--- src/rtl/hazard_if.sv ---
// hazard_if: signal bundle between the pipeline and the hazard controller
interface hazard_if #(
  parameter int REGFILE_LEN = 6,
  parameter int CNT_WIDTH   = 32
);
  logic                   ext_stall;
  logic [REGFILE_LEN-1:0] id_rs1, id_rs2;
  logic                   id_redirect;
  logic [REGFILE_LEN-1:0] ex_rs1, ex_rs2, ex_rd;
  logic                   ex_mem_read, ex_alu_fpu, ex_fpu_multi;
  logic                   mem_reg_write;
  logic [REGFILE_LEN-1:0] mem_rd;
  logic                   wb_reg_write;
  logic [REGFILE_LEN-1:0] wb_rd;
  logic                   pc_stall, if_id_stall, id_ex_stall, ex_mem_stall, mem_wb_stall;
  logic                   if_id_flush, id_ex_flush, ex_mem_flush;
  logic [1:0]             fwd_a, fwd_b;
  logic                   fpu_busy;
  logic [CNT_WIDTH-1:0]   stall_count;
  modport master (
    output ext_stall, id_rs1, id_rs2, id_redirect, ex_rs1, ex_rs2, ex_rd,
           ex_mem_read, ex_alu_fpu, ex_fpu_multi, mem_reg_write, mem_rd, wb_reg_write, wb_rd,
    input  pc_stall, if_id_stall, id_ex_stall, ex_mem_stall, mem_wb_stall,
           if_id_flush, id_ex_flush, ex_mem_flush, fwd_a, fwd_b, fpu_busy, stall_count
  );
  modport slave (
    input  ext_stall, id_rs1, id_rs2, id_redirect, ex_rs1, ex_rs2, ex_rd,
           ex_mem_read, ex_alu_fpu, ex_fpu_multi, mem_reg_write, mem_rd, wb_reg_write, wb_rd,
    output pc_stall, if_id_stall, id_ex_stall, ex_mem_stall, mem_wb_stall,
           if_id_flush, id_ex_flush, ex_mem_flush, fwd_a, fwd_b, fpu_busy, stall_count
  );
endinterface

--- src/rtl/hazard_ctrl.sv ---
// hazard_ctrl: stall/flush/forwarding control for the five-stage pipeline
module hazard_ctrl #(
  parameter int REGFILE_LEN = 6,
  parameter int FPU_LATENCY = 4,
  parameter int CNT_WIDTH   = 32
) (
  input  logic     clk,
  input  logic     rst,
  hazard_if.slave  bus
);
  localparam int CW = $clog2(FPU_LATENCY) + 1;
  localparam logic [CW-1:0] CNT_LOAD = CW'(FPU_LATENCY > 1 ? FPU_LATENCY - 2 : 0);
  localparam logic FPU_EN = FPU_LATENCY > 1;
  localparam logic [0:0] IDLE = 1'b0;
  localparam logic [0:0] BUSY = 1'b1;
  localparam logic [REGFILE_LEN-1:0] R0 = '0;
  logic [0:0]           state_q, state_d;
  logic [CW-1:0]        cnt_q, cnt_d;
  logic [CNT_WIDTH-1:0] stall_count_q, stall_count_d;
  logic fpu_start, fpu_stall, load_use, mem_ok, wb_ok;
  logic frz, fst, lus, red;
  assign fpu_start = state_q == IDLE && bus.ex_alu_fpu && bus.ex_fpu_multi && FPU_EN;
  assign fpu_stall = fpu_start || (state_q == BUSY && cnt_q != '0);
  assign load_use  = bus.ex_mem_read && bus.ex_rd != R0 && (bus.ex_rd == bus.id_rs1 || bus.ex_rd == bus.id_rs2);
  assign mem_ok    = bus.mem_reg_write && bus.mem_rd != R0;
  assign wb_ok     = bus.wb_reg_write && bus.wb_rd != R0;
  // prioritised hazard resolution; every control is forced low while in reset
  always_comb begin
    frz = rst && bus.ext_stall;
    fst = rst && !bus.ext_stall && fpu_stall;
    lus = rst && !bus.ext_stall && !fpu_stall && load_use;
    red = rst && !bus.ext_stall && !fpu_stall && !load_use && bus.id_redirect;
    bus.pc_stall     = frz || fst || lus;
    bus.if_id_stall  = frz || fst || lus;
    bus.id_ex_stall  = frz || fst;
    bus.ex_mem_stall = frz;
    bus.mem_wb_stall = frz;
    bus.if_id_flush  = red;
    bus.id_ex_flush  = lus;
    bus.ex_mem_flush = fst;
    bus.fwd_a = !rst ? 2'b00 : (mem_ok && bus.mem_rd == bus.ex_rs1) ? 2'b10 :
                (wb_ok && bus.wb_rd == bus.ex_rs1) ? 2'b01 : 2'b00;
    bus.fwd_b = !rst ? 2'b00 : (mem_ok && bus.mem_rd == bus.ex_rs2) ? 2'b10 :
                (wb_ok && bus.wb_rd == bus.ex_rs2) ? 2'b01 : 2'b00;
    bus.fpu_busy    = rst && state_q == BUSY;
    bus.stall_count = stall_count_q;
  end
  // FPU occupancy FSM and saturating stall counter; an external freeze holds the FSM
  always_comb begin
    state_d = state_q;
    cnt_d   = cnt_q;
    if (!bus.ext_stall && fpu_start) begin
      state_d = BUSY;
      cnt_d   = CNT_LOAD;
    end else if (!bus.ext_stall && state_q == BUSY) begin
      cnt_d   = cnt_q != '0 ? cnt_q - CW'(1) : cnt_q;
      state_d = cnt_q != '0 ? BUSY : IDLE;
    end
    stall_count_d = bus.pc_stall && !(&stall_count_q) ? stall_count_q + CNT_WIDTH'(1) : stall_count_q;
  end
  // state registers with asynchronous active-low reset
  always_ff @(posedge clk or negedge rst) begin
    if (!rst) begin
      state_q       <= IDLE;
      cnt_q         <= '0;
      stall_count_q <= '0;
    end else begin
      state_q       <= state_d;
      cnt_q         <= cnt_d;
      stall_count_q <= stall_count_d;
    end
  end
endmodule

--- src/flat_wrapper.sv ---
// flat-port wrapper written by rule: the top's interface ports become plain ports
module hazard_ctrl_flat 
#(
  parameter int REGFILE_LEN = 6,
  parameter int FPU_LATENCY = 4,
  parameter int CNT_WIDTH   = 32
)
  (clk, rst, bus_ext_stall, bus_id_rs1, bus_id_rs2, bus_id_redirect, bus_ex_rs1, bus_ex_rs2, bus_ex_rd, bus_ex_mem_read, bus_ex_alu_fpu, bus_ex_fpu_multi, bus_mem_reg_write, bus_mem_rd, bus_wb_reg_write, bus_wb_rd, bus_pc_stall, bus_if_id_stall, bus_id_ex_stall, bus_ex_mem_stall, bus_mem_wb_stall, bus_if_id_flush, bus_id_ex_flush, bus_ex_mem_flush, bus_fwd_a, bus_fwd_b, bus_fpu_busy, bus_stall_count);
  hazard_if #(.REGFILE_LEN(REGFILE_LEN), .CNT_WIDTH(CNT_WIDTH)) bus_i ();
  input  logic clk;
  input  logic rst;
  input wire logic [$bits(bus_i.ext_stall)-1:0] bus_ext_stall;
  input wire logic [$bits(bus_i.id_rs1)-1:0] bus_id_rs1;
  input wire logic [$bits(bus_i.id_rs2)-1:0] bus_id_rs2;
  input wire logic [$bits(bus_i.id_redirect)-1:0] bus_id_redirect;
  input wire logic [$bits(bus_i.ex_rs1)-1:0] bus_ex_rs1;
  input wire logic [$bits(bus_i.ex_rs2)-1:0] bus_ex_rs2;
  input wire logic [$bits(bus_i.ex_rd)-1:0] bus_ex_rd;
  input wire logic [$bits(bus_i.ex_mem_read)-1:0] bus_ex_mem_read;
  input wire logic [$bits(bus_i.ex_alu_fpu)-1:0] bus_ex_alu_fpu;
  input wire logic [$bits(bus_i.ex_fpu_multi)-1:0] bus_ex_fpu_multi;
  input wire logic [$bits(bus_i.mem_reg_write)-1:0] bus_mem_reg_write;
  input wire logic [$bits(bus_i.mem_rd)-1:0] bus_mem_rd;
  input wire logic [$bits(bus_i.wb_reg_write)-1:0] bus_wb_reg_write;
  input wire logic [$bits(bus_i.wb_rd)-1:0] bus_wb_rd;
  output wire logic [$bits(bus_i.pc_stall)-1:0] bus_pc_stall;
  output wire logic [$bits(bus_i.if_id_stall)-1:0] bus_if_id_stall;
  output wire logic [$bits(bus_i.id_ex_stall)-1:0] bus_id_ex_stall;
  output wire logic [$bits(bus_i.ex_mem_stall)-1:0] bus_ex_mem_stall;
  output wire logic [$bits(bus_i.mem_wb_stall)-1:0] bus_mem_wb_stall;
  output wire logic [$bits(bus_i.if_id_flush)-1:0] bus_if_id_flush;
  output wire logic [$bits(bus_i.id_ex_flush)-1:0] bus_id_ex_flush;
  output wire logic [$bits(bus_i.ex_mem_flush)-1:0] bus_ex_mem_flush;
  output wire logic [$bits(bus_i.fwd_a)-1:0] bus_fwd_a;
  output wire logic [$bits(bus_i.fwd_b)-1:0] bus_fwd_b;
  output wire logic [$bits(bus_i.fpu_busy)-1:0] bus_fpu_busy;
  output wire logic [$bits(bus_i.stall_count)-1:0] bus_stall_count;
  assign bus_i.ext_stall = bus_ext_stall;
  assign bus_i.id_rs1 = bus_id_rs1;
  assign bus_i.id_rs2 = bus_id_rs2;
  assign bus_i.id_redirect = bus_id_redirect;
  assign bus_i.ex_rs1 = bus_ex_rs1;
  assign bus_i.ex_rs2 = bus_ex_rs2;
  assign bus_i.ex_rd = bus_ex_rd;
  assign bus_i.ex_mem_read = bus_ex_mem_read;
  assign bus_i.ex_alu_fpu = bus_ex_alu_fpu;
  assign bus_i.ex_fpu_multi = bus_ex_fpu_multi;
  assign bus_i.mem_reg_write = bus_mem_reg_write;
  assign bus_i.mem_rd = bus_mem_rd;
  assign bus_i.wb_reg_write = bus_wb_reg_write;
  assign bus_i.wb_rd = bus_wb_rd;
  assign bus_pc_stall = bus_i.pc_stall;
  assign bus_if_id_stall = bus_i.if_id_stall;
  assign bus_id_ex_stall = bus_i.id_ex_stall;
  assign bus_ex_mem_stall = bus_i.ex_mem_stall;
  assign bus_mem_wb_stall = bus_i.mem_wb_stall;
  assign bus_if_id_flush = bus_i.if_id_flush;
  assign bus_id_ex_flush = bus_i.id_ex_flush;
  assign bus_ex_mem_flush = bus_i.ex_mem_flush;
  assign bus_fwd_a = bus_i.fwd_a;
  assign bus_fwd_b = bus_i.fwd_b;
  assign bus_fpu_busy = bus_i.fpu_busy;
  assign bus_stall_count = bus_i.stall_count;
  hazard_ctrl #(.REGFILE_LEN(REGFILE_LEN), .FPU_LATENCY(FPU_LATENCY), .CNT_WIDTH(CNT_WIDTH)) u_core (.clk(clk), .rst(rst), .bus(bus_i));
endmodule
--- config.mk ---
export PLATFORM = sky130hd
export DESIGN_NAME = hazard_ctrl_flat
export DESIGN_NICKNAME = d
export VERILOG_FILES = /design/src/rtl/hazard_if.sv /design/src/rtl/hazard_ctrl.sv /design/src/flat_wrapper.sv
export SDC_FILE = /design/constraint.sdc
export NUM_CORES = 1
export LEC_CHECK = 0
export BUFFER_PORTS_ARGS = -buffer_cell sky130_fd_sc_hd__buf_2
export CELL_PAD_IN_SITES_DETAIL_PLACEMENT = 0
export CELL_PAD_IN_SITES_GLOBAL_PLACEMENT = 1
export CORE_AREA = 2 2 62 107
export CTS_BUF_LIST = sky130_fd_sc_hd__clkbuf_8
export CTS_CLUSTER_DIAMETER = 60
export DETAILED_ROUTE_END_ITERATION = 7
export DIE_AREA = 0 0 64 109
export MAX_ROUTING_LAYER = met4
export PLACE_DENSITY_LB_ADDON = 0.1
export SLEW_MARGIN = 20
export SYNTH_ARGS = -nofsm -noshare
export SYNTH_HDL_FRONTEND = slang
export SYNTH_SLANG_ARGS = --single-unit
--- constraint.sdc ---
create_clock -name clk -period 4.1 [get_ports clk]
set_input_delay 0.615 -clock clk [delete_from_list [all_inputs] [get_ports clk]]
set_output_delay 0.615 -clock clk [all_outputs]
set_load 0.03 [all_outputs]
==> run summary <==
Fill cells -> 619
Cell Pwr Density -> 373 nW/µm²
metal2 WL -> 3.15 mm
die width -> 64 µm
synthesized area -> 2360 µm²
clock slew at reported path FFs -> 0.07 ns
post-layout min period -> 2.77 ns
Setup CP Type -> input pin to primary output
Final Hold Violating Endpoints -> 0
largest net degree at the start of global routing -> 39
Worst VDD drop -> 0.000232 V
final setup fails -> 0
worst-path maximum fanout -> 33
number of max-cap violations -> 0
via count -> 2099
Worst-Margin Slew -> 0.549 ns
dominant cell type by area after synthesis -> dfrtp_1
Syn Area/Cell -> 9.80 µm²
clock insertion delay at the later pin of the skew report -> 0.29 ns
Worst slew margin -> 63.0%
Crit-path slowest cell -> or4_1
Routed WL -> 5.69 mm
area grow syn2layout -> 26.1%
Routed met1 length -> 2.18 mm
vias in the first global route -> 2052
layout cell share with drive strength beyond 1 -> 33.7%
Routed Antenna Nets -> 0
drt drc -> 0
status -> completed
DP Cell Count -> 410
Clock Path Buffers -> 2
f_max -> 0.361 GHz
Die Area -> 6980 µm²
share of the synthesized area in the top cell type -> 38.2%
dpl hpwl -> 4.48 mm
routability congestion estimate -> 0.911
nets@finish -> 391
Yosys reg bits -> 36
Setup TNS Final -> 0 ns
CP cell instances -> buf_2, or4_1, o31a_1, a31o_4, buf_2
initial drt markers -> 75
Design Area, Final -> 2980 µm²
most frequent cell after synthesis -> xnor2_1
synth cell count leaders -> 53 x xnor2_1, 36 x dfrtp_1, 21 x nand4_1
share of async-settable or async-resettable flops after synthesis -> 100%
gr ovfl total -> 0
Post-CTS Setup Inserts -> 0
top area cells in the synthesized netlist -> dfrtp_1 38%, xnor2_1 20%, nand4_1 5.6%, xor2_1 4.5%, and3_1 3.7%
Cell variety after synth -> 37
overall global routing resource usage -> 17.6%
die height -> 109 µm
Post-CTS Resized -> 0
max incr delay on CP -> 0.51 ns
WP data required -> 3.48 ns
Syn Nets -> 295
Ports -> 96
CTS Buf Count -> 5
Top Metal Used -> met4
crit end category -> primary output
Most common cell on crit path -> buf_2
RSZ-0062 raised after global routing -> no
Worst Setup Start Kind -> input pin
antenna fix cells -> 0
Top FF cell, synth -> dfrtp_1
Tcrit/Tclk final -> 67.6%
EDFF count, synth -> 0
Leak -> 1.44 nW
CTS H-tree depth -> 2
initial antenna violation count -> 0
Clock Skews -> 0.0106 ns
WP data arrival -> 2.16 ns
Min-Delay Path Class -> input pin to async pin
non-filler instance count after layout -> 418
core area -> 6130 µm²
DRT Pass-1 Iters -> 4
Hold-fix buffers, CTS -> 0
Cell Area, Placed -> 2890 µm²
vias per inst -> 5.02
CTS tree -> built
Seq/Total Area, Yosys -> 38.2%
Starting Density -> 38.5%
CTS Root Cell -> clkbuf_8
row cnt -> 38
Yosys Warn Count -> 0
global-route wire length before repair -> 9.40 mm
met3 routed WL -> 252 µm
Slew Viols, Final -> 0
WL per Instance -> 13.6 µm
cell count after synthesis -> 241
port bufs -> 95
Clock Sinks -> 36
-- worst max-delay path, delay by kind of cell --
family | cells | cell delay (ns)
and+or+nand+nor | 1 | 0.51
AOI/OAI and AO/OA | 2 | 0.66
buffers and inverters | 2 | 0.35
-- metrics by stage --
stage | hold WS, ns | utilization, % | worst slack (ns) | total power, mW
finish | 0.155 | 48.5 | 1.33 | 1.11
floorplan | 0.319 | - | 1.30 | 0.754
CTS | 0.150 | 48.5 | 1.33 | 1.13
global route | 0.158 | 48.5 | 1.26 | 1.19
detailed placement | 0.460 | 47.1 | 1.34 | 0.871
global placement | 0.448 | 47.1 | 1.33 | 0.866
-- layout by cell type, fill, tap and decap left out, drive strengths merged, types with 2 or more instances in the layout --
master	count
buf	96
xnor2	53
dfrtp	36
nand4	22
nand3	18
nand2	16
and3	14
xor2	12
and2	8
inv	7
nor2	7
nor4	6
clkbuf	5
a21oi	4
and4	4
o21ai	4
or4	3
ha	3
mux2	3
clkinv	3
nor3	2
nand2b	2
-- worst paths after layout --
path                                                       startpoint                                      to  cells after the start  slack, ns
worst max-delay path                                     bus_ex_rd[1]                         bus_if_id_stall                      5       1.33
worst min-delay path                                              rst  u_core.bus.stall_count[27]$_DFFE_PN0P_                      1       0.16
worst max register to register  u_core.bus.stall_count[0]$_DFFE_PN0P_   u_core.bus.stall_count[1]$_DFFE_PN0P_                      7       1.53
worst min register to register            u_core.cnt_q[2]$_DFFE_PN0P_             u_core.cnt_q[2]$_DFFE_PN0P_                      1       0.48
max in group asynchronous                                         rst  u_core.bus.stall_count[26]$_DFFE_PN0P_                      2       3.24
min in group clk                          u_core.cnt_q[2]$_DFFE_PN0P_             u_core.cnt_q[2]$_DFFE_PN0P_                      1       0.48
-- layer usage --
layer / vias to the layer above / track usage (%)
li1: 1044 / -
met4: 0 / 7.14
met1: 992 / 18.3
met2: 54 / 32.6
met5: - / -
met3: 9 / 2.58
-- cell families after synthesis --
kind of cell | share of synthesized area (%)
AO/OA/AOI/OAI | 4.93
XOR/XNOR | 24.1
buffers and inverters | 3.44
flip-flops | 38.2
AND/OR/NAND/NOR | 26.2
adder cells (fa/ha/maj) | 1.59
multiplexers | 1.59
-- report_power, final --
group	total (mW)	switching, mW	internal, mW
Combinational	0.401	0.247	0.154
Clock	0.250	0.131	0.118
Sequential	0.459	0.0550	0.404
-- sequential cells by signal, summed over array words and instances, names as in the netlist --
| signal | flops |
|---|---|
| u_core.cnt_q | 3 |
| u_core.state_q | 1 |
| u_core.bus.stall_count | 32 |
-- cell type report --
type	count	area, µm²	area share (%)
tap	80	100	3.36
multi-input combinational	191	1380	46.3
clock inverter	3	18.8	0.631
timing repair buffer	96	483	16.2
clock buffer	5	68.8	2.31
inverter	7	26.3	0.883
sequential	36	901	30.3
No activity file was read; power rests on OpenSTA's default activity.
